`src/rtl/gb_if_arbiter_if.sv`:
```
// Bundle of the shared off-chip IF port handshakes and the per-channel request/data buses.
// The master modport is the arbiter's view; the slave modport is the channels/IF/CCU side.
interface gb_if_arbiter_if #(
    parameter int NUM_CH     = 4,
    parameter int PORT_WIDTH = 128,
    parameter int TYPE_WIDTH = 3,
    parameter int LEN_WIDTH  = 8,
    parameter int CH_W       = 3
) ();
    logic                           CCUGB_reset_all;
    logic [NUM_CH-1:0]              CHGB_req_val;
    logic [NUM_CH-1:0]              GBCH_req_rdy;
    logic [NUM_CH-1:0]              CHGB_req_dir;
    logic [NUM_CH*TYPE_WIDTH-1:0]   CHGB_req_type;
    logic [NUM_CH*LEN_WIDTH-1:0]    CHGB_req_len;
    logic                           GBIF_cfg_val;
    logic                           IFGB_cfg_rdy;
    logic [TYPE_WIDTH:0]            GBIF_cfg_info;
    logic [LEN_WIDTH-1:0]           GBIF_cfg_len;
    logic [NUM_CH-1:0]              CHGB_wr_val;
    logic [NUM_CH*PORT_WIDTH-1:0]   CHGB_wr_data;
    logic [NUM_CH-1:0]              GBCH_wr_rdy;
    logic                           GBIF_wr_val;
    logic [PORT_WIDTH-1:0]          GBIF_wr_data;
    logic                           IFGB_wr_rdy;
    logic                           IFGB_rd_val;
    logic [PORT_WIDTH-1:0]          IFGB_rd_data;
    logic                           GBIF_rd_rdy;
    logic [NUM_CH-1:0]              GBCH_rd_val;
    logic [PORT_WIDTH-1:0]          GBCH_rd_data;
    logic [NUM_CH-1:0]              CHGB_rd_rdy;
    logic                           GBCCU_busy;
    logic [CH_W-1:0]                GBCCU_grant_ch;

    modport master (
        input  CCUGB_reset_all, CHGB_req_val, CHGB_req_dir, CHGB_req_type, CHGB_req_len,
               IFGB_cfg_rdy, CHGB_wr_val, CHGB_wr_data, IFGB_wr_rdy,
               IFGB_rd_val, IFGB_rd_data, CHGB_rd_rdy,
        output GBCH_req_rdy, GBIF_cfg_val, GBIF_cfg_info, GBIF_cfg_len,
               GBCH_wr_rdy, GBIF_wr_val, GBIF_wr_data, GBIF_rd_rdy,
               GBCH_rd_val, GBCH_rd_data, GBCCU_busy, GBCCU_grant_ch
    );

    modport slave (
        output CCUGB_reset_all, CHGB_req_val, CHGB_req_dir, CHGB_req_type, CHGB_req_len,
               IFGB_cfg_rdy, CHGB_wr_val, CHGB_wr_data, IFGB_wr_rdy,
               IFGB_rd_val, IFGB_rd_data, CHGB_rd_rdy,
        input  GBCH_req_rdy, GBIF_cfg_val, GBIF_cfg_info, GBIF_cfg_len,
               GBCH_wr_rdy, GBIF_wr_val, GBIF_wr_data, GBIF_rd_rdy,
               GBCH_rd_val, GBCH_rd_data, GBCCU_busy, GBCCU_grant_ch
    );
endinterface

```
`src/rtl/gb_if_arbiter.sv`:
```
// Arbiter for the global buffer's single off-chip IF port: one cfg handshake, then a counted burst.
// Define GB_IF_ARB_RR_EN for round-robin arbitration; otherwise lowest index wins.
//
//   state   | meaning
//   IDLE    | waiting for a request; winner accepted combinationally and latched
//   CFG     | cfg_val high with latched {type,dir} and len until IFGB_cfg_rdy
//   DATA    | beats forwarded between IF and granted channel; counter hits 0 on last beat
module gb_if_arbiter #(
    parameter int NUM_CH     = 4,
    parameter int PORT_WIDTH = 128,
    parameter int TYPE_WIDTH = 3,
    parameter int LEN_WIDTH  = 8,
    parameter int CH_W       = 3
) (
    input  logic clk,
    input  logic rst_n,
    gb_if_arbiter_if.master bus
);

    typedef enum logic [1:0] {
        ST_IDLE = 2'd0,
        ST_CFG  = 2'd1,
        ST_DATA = 2'd2
    } state_t;

    state_t                 r_state, w_state_nxt;
    logic [LEN_WIDTH-1:0]   r_cnt, w_cnt_nxt;
    logic [LEN_WIDTH-1:0]   r_len;
    logic [TYPE_WIDTH:0]    r_info;
    logic [CH_W-1:0]        r_grant;
    logic [CH_W-1:0]        w_win;
    logic                   w_any;
    logic                   w_accept;
    logic                   w_hs;
    logic [TYPE_WIDTH-1:0]  w_sel_type;
    logic                   w_sel_dir;
    logic [LEN_WIDTH-1:0]   w_sel_len;

`ifdef GB_IF_ARB_RR_EN
    logic [CH_W-1:0]        r_last;
    int                     w_dist, w_best;

    // Winner is the requester at the smallest circular distance after the last grant.
    always_comb begin
        w_win  = '0;
        w_any  = 1'b0;
        w_best = NUM_CH;
        w_dist = 0;
        for (int i = 0; i < NUM_CH; i++) begin
            w_dist = i - int'(r_last) - 1;
            if (w_dist < 0) w_dist = w_dist + NUM_CH;
            if (bus.CHGB_req_val[i] && (w_dist < w_best)) begin
                w_best = w_dist;
                w_win  = CH_W'(i);
                w_any  = 1'b1;
            end
        end
    end

    always_ff @(posedge clk or negedge rst_n) begin
        if (!rst_n) begin
            r_last <= CH_W'(NUM_CH - 1);
        end else if (w_accept) begin
            r_last <= w_win;
        end
    end
`else
    always_comb begin
        w_win = '0;
        w_any = 1'b0;
        for (int i = NUM_CH - 1; i >= 0; i--) begin
            if (bus.CHGB_req_val[i]) begin
                w_win = CH_W'(i);
                w_any = 1'b1;
            end
        end
    end
`endif

    assign w_accept = (r_state == ST_IDLE) && w_any && !bus.CCUGB_reset_all;

    always_comb begin
        w_sel_type = '0;
        w_sel_dir  = 1'b0;
        w_sel_len  = '0;
        for (int i = 0; i < NUM_CH; i++) begin
            if (w_win == CH_W'(i)) begin
                w_sel_type = bus.CHGB_req_type[i*TYPE_WIDTH +: TYPE_WIDTH];
                w_sel_dir  = bus.CHGB_req_dir[i];
                w_sel_len  = bus.CHGB_req_len[i*LEN_WIDTH +: LEN_WIDTH];
            end
        end
    end

    // Data path is a zero-latency pass-through to the granted channel only.
    always_comb begin
        bus.GBCH_req_rdy = '0;
        bus.GBIF_wr_val  = 1'b0;
        bus.GBIF_wr_data = '0;
        bus.GBCH_wr_rdy  = '0;
        bus.GBIF_rd_rdy  = 1'b0;
        bus.GBCH_rd_val  = '0;
        bus.GBCH_rd_data = '0;
        w_hs             = 1'b0;
        for (int i = 0; i < NUM_CH; i++) begin
            if (w_accept && (w_win == CH_W'(i))) bus.GBCH_req_rdy[i] = 1'b1;
        end
        if (r_state == ST_DATA) begin
            if (r_info[0]) begin
                bus.GBCH_rd_data = bus.IFGB_rd_data;
                for (int i = 0; i < NUM_CH; i++) begin
                    if (r_grant == CH_W'(i)) begin
                        bus.GBCH_rd_val[i] = bus.IFGB_rd_val;
                        bus.GBIF_rd_rdy    = bus.CHGB_rd_rdy[i];
                    end
                end
                w_hs = bus.IFGB_rd_val && bus.GBIF_rd_rdy;
            end else begin
                for (int i = 0; i < NUM_CH; i++) begin
                    if (r_grant == CH_W'(i)) begin
                        bus.GBIF_wr_val    = bus.CHGB_wr_val[i];
                        bus.GBIF_wr_data   = bus.CHGB_wr_data[i*PORT_WIDTH +: PORT_WIDTH];
                        bus.GBCH_wr_rdy[i] = bus.IFGB_wr_rdy;
                    end
                end
                w_hs = bus.GBIF_wr_val && bus.IFGB_wr_rdy;
            end
        end
    end

    always_comb begin
        w_state_nxt = r_state;
        w_cnt_nxt   = r_cnt;
        case (r_state)
            ST_IDLE: begin
                if (w_accept) w_state_nxt = ST_CFG;
            end
            ST_CFG: begin
                if (bus.IFGB_cfg_rdy) begin
                    w_cnt_nxt   = r_len;
                    w_state_nxt = ST_DATA;
                end
            end
            ST_DATA: begin
                if (w_hs) begin
                    if (r_cnt == '0) begin
                        w_state_nxt = ST_IDLE;
                    end else begin
                        w_cnt_nxt = r_cnt - 1'b1;
                    end
                end
            end
            default: begin
                w_state_nxt = ST_IDLE;
            end
        endcase
        // Abort wins over any handshake landing in the same cycle.
        if (bus.CCUGB_reset_all) begin
            w_state_nxt = ST_IDLE;
            w_cnt_nxt   = '0;
        end
    end

    always_ff @(posedge clk or negedge rst_n) begin
        if (!rst_n) begin
            r_state <= ST_IDLE;
            r_cnt   <= '0;
            r_info  <= '0;
            r_len   <= '0;
            r_grant <= '0;
        end else begin
            r_state <= w_state_nxt;
            r_cnt   <= w_cnt_nxt;
            if (w_accept) begin
                r_info  <= {w_sel_type, w_sel_dir};
                r_len   <= w_sel_len;
                r_grant <= w_win;
            end
        end
    end

    assign bus.GBIF_cfg_val   = (r_state == ST_CFG);
    assign bus.GBIF_cfg_info  = r_info;
    assign bus.GBIF_cfg_len   = r_len;
    assign bus.GBCCU_busy     = (r_state != ST_IDLE);
    assign bus.GBCCU_grant_ch = r_grant;

endmodule

```
`src/flat_wrapper.sv`:
```
// flat-port wrapper written by rule: the top's interface ports become plain ports
module gb_if_arbiter_flat 
#(
    parameter int NUM_CH     = 4,
    parameter int PORT_WIDTH = 128,
    parameter int TYPE_WIDTH = 3,
    parameter int LEN_WIDTH  = 8,
    parameter int CH_W       = 3
)
  (clk, rst_n, bus_CCUGB_reset_all, bus_CHGB_req_val, bus_CHGB_req_dir, bus_CHGB_req_type, bus_CHGB_req_len, bus_IFGB_cfg_rdy, bus_CHGB_wr_val, bus_CHGB_wr_data, bus_IFGB_wr_rdy, bus_IFGB_rd_val, bus_IFGB_rd_data, bus_CHGB_rd_rdy, bus_GBCH_req_rdy, bus_GBIF_cfg_val, bus_GBIF_cfg_info, bus_GBIF_cfg_len, bus_GBCH_wr_rdy, bus_GBIF_wr_val, bus_GBIF_wr_data, bus_GBIF_rd_rdy, bus_GBCH_rd_val, bus_GBCH_rd_data, bus_GBCCU_busy, bus_GBCCU_grant_ch);
  gb_if_arbiter_if #(.NUM_CH(NUM_CH), .PORT_WIDTH(PORT_WIDTH), .TYPE_WIDTH(TYPE_WIDTH), .LEN_WIDTH(LEN_WIDTH), .CH_W(CH_W)) bus_i ();
  input  logic clk;
  input  logic rst_n;
  input wire logic [$bits(bus_i.CCUGB_reset_all)-1:0] bus_CCUGB_reset_all;
  input wire logic [$bits(bus_i.CHGB_req_val)-1:0] bus_CHGB_req_val;
  input wire logic [$bits(bus_i.CHGB_req_dir)-1:0] bus_CHGB_req_dir;
  input wire logic [$bits(bus_i.CHGB_req_type)-1:0] bus_CHGB_req_type;
  input wire logic [$bits(bus_i.CHGB_req_len)-1:0] bus_CHGB_req_len;
  input wire logic [$bits(bus_i.IFGB_cfg_rdy)-1:0] bus_IFGB_cfg_rdy;
  input wire logic [$bits(bus_i.CHGB_wr_val)-1:0] bus_CHGB_wr_val;
  input wire logic [$bits(bus_i.CHGB_wr_data)-1:0] bus_CHGB_wr_data;
  input wire logic [$bits(bus_i.IFGB_wr_rdy)-1:0] bus_IFGB_wr_rdy;
  input wire logic [$bits(bus_i.IFGB_rd_val)-1:0] bus_IFGB_rd_val;
  input wire logic [$bits(bus_i.IFGB_rd_data)-1:0] bus_IFGB_rd_data;
  input wire logic [$bits(bus_i.CHGB_rd_rdy)-1:0] bus_CHGB_rd_rdy;
  output wire logic [$bits(bus_i.GBCH_req_rdy)-1:0] bus_GBCH_req_rdy;
  output wire logic [$bits(bus_i.GBIF_cfg_val)-1:0] bus_GBIF_cfg_val;
  output wire logic [$bits(bus_i.GBIF_cfg_info)-1:0] bus_GBIF_cfg_info;
  output wire logic [$bits(bus_i.GBIF_cfg_len)-1:0] bus_GBIF_cfg_len;
  output wire logic [$bits(bus_i.GBCH_wr_rdy)-1:0] bus_GBCH_wr_rdy;
  output wire logic [$bits(bus_i.GBIF_wr_val)-1:0] bus_GBIF_wr_val;
  output wire logic [$bits(bus_i.GBIF_wr_data)-1:0] bus_GBIF_wr_data;
  output wire logic [$bits(bus_i.GBIF_rd_rdy)-1:0] bus_GBIF_rd_rdy;
  output wire logic [$bits(bus_i.GBCH_rd_val)-1:0] bus_GBCH_rd_val;
  output wire logic [$bits(bus_i.GBCH_rd_data)-1:0] bus_GBCH_rd_data;
  output wire logic [$bits(bus_i.GBCCU_busy)-1:0] bus_GBCCU_busy;
  output wire logic [$bits(bus_i.GBCCU_grant_ch)-1:0] bus_GBCCU_grant_ch;
  assign bus_i.CCUGB_reset_all = bus_CCUGB_reset_all;
  assign bus_i.CHGB_req_val = bus_CHGB_req_val;
  assign bus_i.CHGB_req_dir = bus_CHGB_req_dir;
  assign bus_i.CHGB_req_type = bus_CHGB_req_type;
  assign bus_i.CHGB_req_len = bus_CHGB_req_len;
  assign bus_i.IFGB_cfg_rdy = bus_IFGB_cfg_rdy;
  assign bus_i.CHGB_wr_val = bus_CHGB_wr_val;
  assign bus_i.CHGB_wr_data = bus_CHGB_wr_data;
  assign bus_i.IFGB_wr_rdy = bus_IFGB_wr_rdy;
  assign bus_i.IFGB_rd_val = bus_IFGB_rd_val;
  assign bus_i.IFGB_rd_data = bus_IFGB_rd_data;
  assign bus_i.CHGB_rd_rdy = bus_CHGB_rd_rdy;
  assign bus_GBCH_req_rdy = bus_i.GBCH_req_rdy;
  assign bus_GBIF_cfg_val = bus_i.GBIF_cfg_val;
  assign bus_GBIF_cfg_info = bus_i.GBIF_cfg_info;
  assign bus_GBIF_cfg_len = bus_i.GBIF_cfg_len;
  assign bus_GBCH_wr_rdy = bus_i.GBCH_wr_rdy;
  assign bus_GBIF_wr_val = bus_i.GBIF_wr_val;
  assign bus_GBIF_wr_data = bus_i.GBIF_wr_data;
  assign bus_GBIF_rd_rdy = bus_i.GBIF_rd_rdy;
  assign bus_GBCH_rd_val = bus_i.GBCH_rd_val;
  assign bus_GBCH_rd_data = bus_i.GBCH_rd_data;
  assign bus_GBCCU_busy = bus_i.GBCCU_busy;
  assign bus_GBCCU_grant_ch = bus_i.GBCCU_grant_ch;
  gb_if_arbiter #(.NUM_CH(NUM_CH), .PORT_WIDTH(PORT_WIDTH), .TYPE_WIDTH(TYPE_WIDTH), .LEN_WIDTH(LEN_WIDTH), .CH_W(CH_W)) u_core (.clk(clk), .rst_n(rst_n), .bus(bus_i));
endmodule
```
`config.mk`:
```
export PLATFORM = sky130hd
export DESIGN_NAME = gb_if_arbiter_flat
export DESIGN_NICKNAME = d
export VERILOG_FILES = /design/src/rtl/gb_if_arbiter_if.sv /design/src/rtl/gb_if_arbiter.sv /design/src/flat_wrapper.sv
export SDC_FILE = /design/constraint.sdc
export NUM_CORES = 1
export LEC_CHECK = 0
export ABC_AREA = 1
export BUFFER_PORTS_ARGS = -buffer_cell sky130_fd_sc_hd__buf_4
export CAP_MARGIN = 20
export CORE_AREA = 2 2 387 389
export CTS_CLUSTER_DIAMETER = 100
export DETAILED_ROUTE_END_ITERATION = 10
export DIE_AREA = 0 0 389 391
export PLACE_DENSITY = 0.3
export SLEW_MARGIN = 20
export SYNTH_ARGS = -nofsm -noshare
export SYNTH_HDL_FRONTEND = slang
export SYNTH_SLANG_ARGS = --single-unit
```
`constraint.sdc`:
```
create_clock -name clk -period 2.1 [get_ports clk]
set_input_delay 0.42 -clock clk [delete_from_list [all_inputs] [get_ports clk]]
set_output_delay 0.42 -clock clk [all_outputs]
set_load 0.02 [all_outputs]
```
==> results.txt <==
status -> finished, violations left
failing checks -> setup timing
CP bufs+invs -> 5
clk_lat worst skew -> 0.28 ns
Design Power -> 13.0 mW
Hold Fails Final Rpt -> 0
Setup crit end kind -> output pin
unrepaired setup endpoints after global routing -> yes
Setup Viol. Count Final -> 224
Synth Instances -> 1356
highest clock rate -> 0.390 GHz
Max Cap Viol -> 0
Rel. slew slack -> 62.3%
Initial DRC Count -> 660
total global routing overflow -> 0
WS Path Type -> flop to output pin
Starting Density -> 4.62%
vias in the first global route -> 14535
CP max stage delay -> 0.55 ns
Clock power frac -> 4.8%
HP Class -> input pin to async pin
Pleak -> 10.2 nW
first-pass GRT wire length -> 133 mm
area of the multi-input gates -> 0.00728 mm²
hold_buf cts -> 0
worst vdd ir -> 276 µV
CTS tree -> yes
post-DP HPWL -> 88.5 mm
Unique masters post-synth -> 33
Placed Instances -> 4311
Final Cycle Share -> 122%
syn nets -> 2064
Area growth syn-to-layout -> 226%
Sink Count -> 24
fin. max-slew vios -> 0
antenna violations before repair -> 32
sequential area share after synthesis -> 8.74%
Worst Path Max Fanout -> 8
slew at the pin with the worst max-slew slack -> 0.562 ns
FF+latch area -> 612 µm²
Die H -> 391 µm
type of origin of the critical path -> flop
flops & latches, synth -> 24
CORE AREA -> 0.149 mm²
Synth Area per Inst -> 5.07 µm²
Cell Chain, Critical Path -> buf_6 -> nand2_8 -> buf_12 -> buf_8 -> o211ai_1 -> inv_1 -> buf_6
CP Data Arrival Time -> 2.14 ns
routed wire length -> 110 mm
Via density -> 3.30
most used cell, CP -> buf_6
Die Wd -> 389 µm
DR DRC count -> 0
Synth warnings -> 0
routed len/inst -> 24.8 µm
Die ar. -> 0.152 mm²
Required @ worst endpoint -> 1.68 ns
Rows -> 142
largest net degree at the start of global routing -> 56
Tmin final -> 2.56 ns
NumNets Final -> 3180
Port Buf Inserts -> 991
Comb power frac -> 89.2%
H-tree depth -> 1
CTS Buf Count -> 3
post-route worst setup slack -> -0.464 ns
clk_skew -> 0.00729 ns
Root Buffer -> clkbuf_16
Post-Syn Area -> 0.00687 mm²
Max Buffers Root-to-Sink -> 2
Reg power frac -> 6.0%
GRT Total Usage -> 12.7%
DRT Pass-1 Iters -> 5
Post-DRT Antenna Nets -> 0
P_int -> 6.16 mW
fraction of layout cells with a size suffix above 1 -> 64.3%
placer congestion estimate -> 0.862
DR vias -> 14562
sw frac -> 52.7%
P per Cell Area -> 582 mW/mm²
Final Non-Filler Cells -> 4419
CP max-delay cell -> dfrtp_4
Top-Level Pins -> 993
fill count -> 17258
clk slew on worst S/H paths -> 0.08 ns
largest delay contributor family on the critical path -> buffers and inverters
P_sw -> 6.85 mW
-- stage by stage --
step                TNS, ns  instance area (µm²)  hold slack [ns]  utilization [%]  worst slack [ns]
floorplan                 0                 6870            0.124                -            0.0550
global placement     -14.93                17700            0.420             11.9            -0.371
detailed placement   -14.59                17700            0.415             11.9            -0.366
CTS                  -63.87                19300           0.0795             13.0            -0.482
global route         -61.97                22400           0.0767             15.1            -0.509
finish               -43.34                22400           0.0627             15.1            -0.464
-- logic make-up (layout without fill, tap and decap cells) --
kind of cell / Yosys count / in the layout / share of synthesized area (%)
AND/OR/NAND/NOR: 773 / 773 / 46.7
AO/OA/AOI/OAI: 329 / 329 / 29.7
buffers and inverters: 224 / 1339 / 14.0
flip-flops: 24 / 24 / 8.74
XOR/XNOR: 3 / 3 / 0.383
adder cells (fa/ha/maj): 2 / 2 / 0.364
other: 1 / 5 / 0.0546
-- synth_stat cells (all sizes together) --
cell type | count | area share [%]
o22ai | 39 | 3.6
nor4 | 1 | 0.091
and2 | 1 | 0.091
or2 | 1 | 0.091
conb | 1 | 0.055
o21bai | 25 | 2.7
dfrtp | 24 | 8.7
o21ai | 114 | 8.4
nor3 | 3 | 0.22
o211ai | 64 | 7.0
nand3 | 166 | 12
nand2 | 336 | 18
xnor2 | 3 | 0.38
o221ai | 27 | 3.4
nand4 | 23 | 2.1
clkbuf | 64 | 3.5
nor2 | 241 | 13
and3 | 1 | 0.091
ha | 2 | 0.36
inv | 93 | 5.1
buf | 67 | 5.4
o21a | 8 | 0.87
a21oi | 52 | 3.8
-- state kept, by name, summed over array words and instances (netlist names) --
signal	count
u_core.bus.GBIF_cfg_info	4
u_core.r_state	2
u_core.r_cnt	8
u_core.bus.GBIF_cfg_len	8
u_core.bus.GBCCU_grant_ch	2
-- power groups by stage --
stage	clock (mW)	sequential (mW)	combinational (mW)
2_1_floorplan	0	0.811	3.44
3_3_place_gp	0	0.782	8.53
3_5_place_dp	0	0.785	8.45
4_1_cts	0.663	0.789	9.79
5_1_grt	0.676	0.815	12.4
6_report	0.619	0.786	11.6
-- path summary, 6_finish.rpt --
kind	slack, ns	startpoint	depth (start not counted)	end
min reg2reg	0.50	u_core.bus.GBIF_cfg_info[1]	2	u_core.bus.GBIF_cfg_info[1]
min in group clk	0.41	bus_IFGB_cfg_rdy	3	u_core.r_state[1]
max reg2reg	-0.05	u_core.bus.GBCCU_grant_ch[0]	10	u_core.r_cnt[5]
max	-0.46	u_core.bus.GBCCU_grant_ch[0]	7	bus_GBIF_wr_data[0]
max in group asynchronous	1.69	rst_n	1	u_core.bus.GBIF_cfg_info[0]
min	0.06	rst_n	1	u_core.bus.GBCCU_grant_ch[0]
-- timing repair --
| action | in CTS | in global routing |
|---|---|---|
| setup buffers | 22 | 52 |
| pin swaps | 28 | 54 |
| endpoints found under the setup margin | 248 | 260 |
| gates cloned | 11 | 29 |
| gates resized for setup | 270 | 502 |
-- cells in the final DEF (no fill, tap or decap), drive strengths merged --
cell / count
a21oi: 52
and2: 1
and3: 1
buf: 1219
bufbuf: 1
bufinv: 1
clkbuf: 25
conb: 1
dfrtp: 24
diode: 4
ha: 2
inv: 93
nand2: 336
nand3: 166
nand4: 23
nor2: 241
nor3: 3
nor4: 1
o211ai: 64
o21a: 8
o21ai: 114
o21bai: 25
o221ai: 27
o22ai: 39
or2: 1
xnor2: 3
-- layout make-up --
class / count / share of cell area, %
multi-input cells: 1108 / 32.6
diodes: 4 / 0.0447
repair buffers: 1242 / 51.6
clock buffers: 3 / 0.336
well taps: 1944 / 10.9
inverters: 93 / 1.67
flip-flops and latches: 24 / 2.73
clock inverters: 1 / 0.134
-- metal layers --
metal | up-vias | share of wire [%] | track usage, %
met5 | - | 0.043 | 0
met4 | 8 | 1.3 | 1.59
met3 | 50 | 9.2 | 4.21
met2 | 666 | 46 | 21.0
met1 | 7007 | 43 | 16.4
li1 | 6831 | - | -
Note: power is estimated with default switching activity, not from simulation.
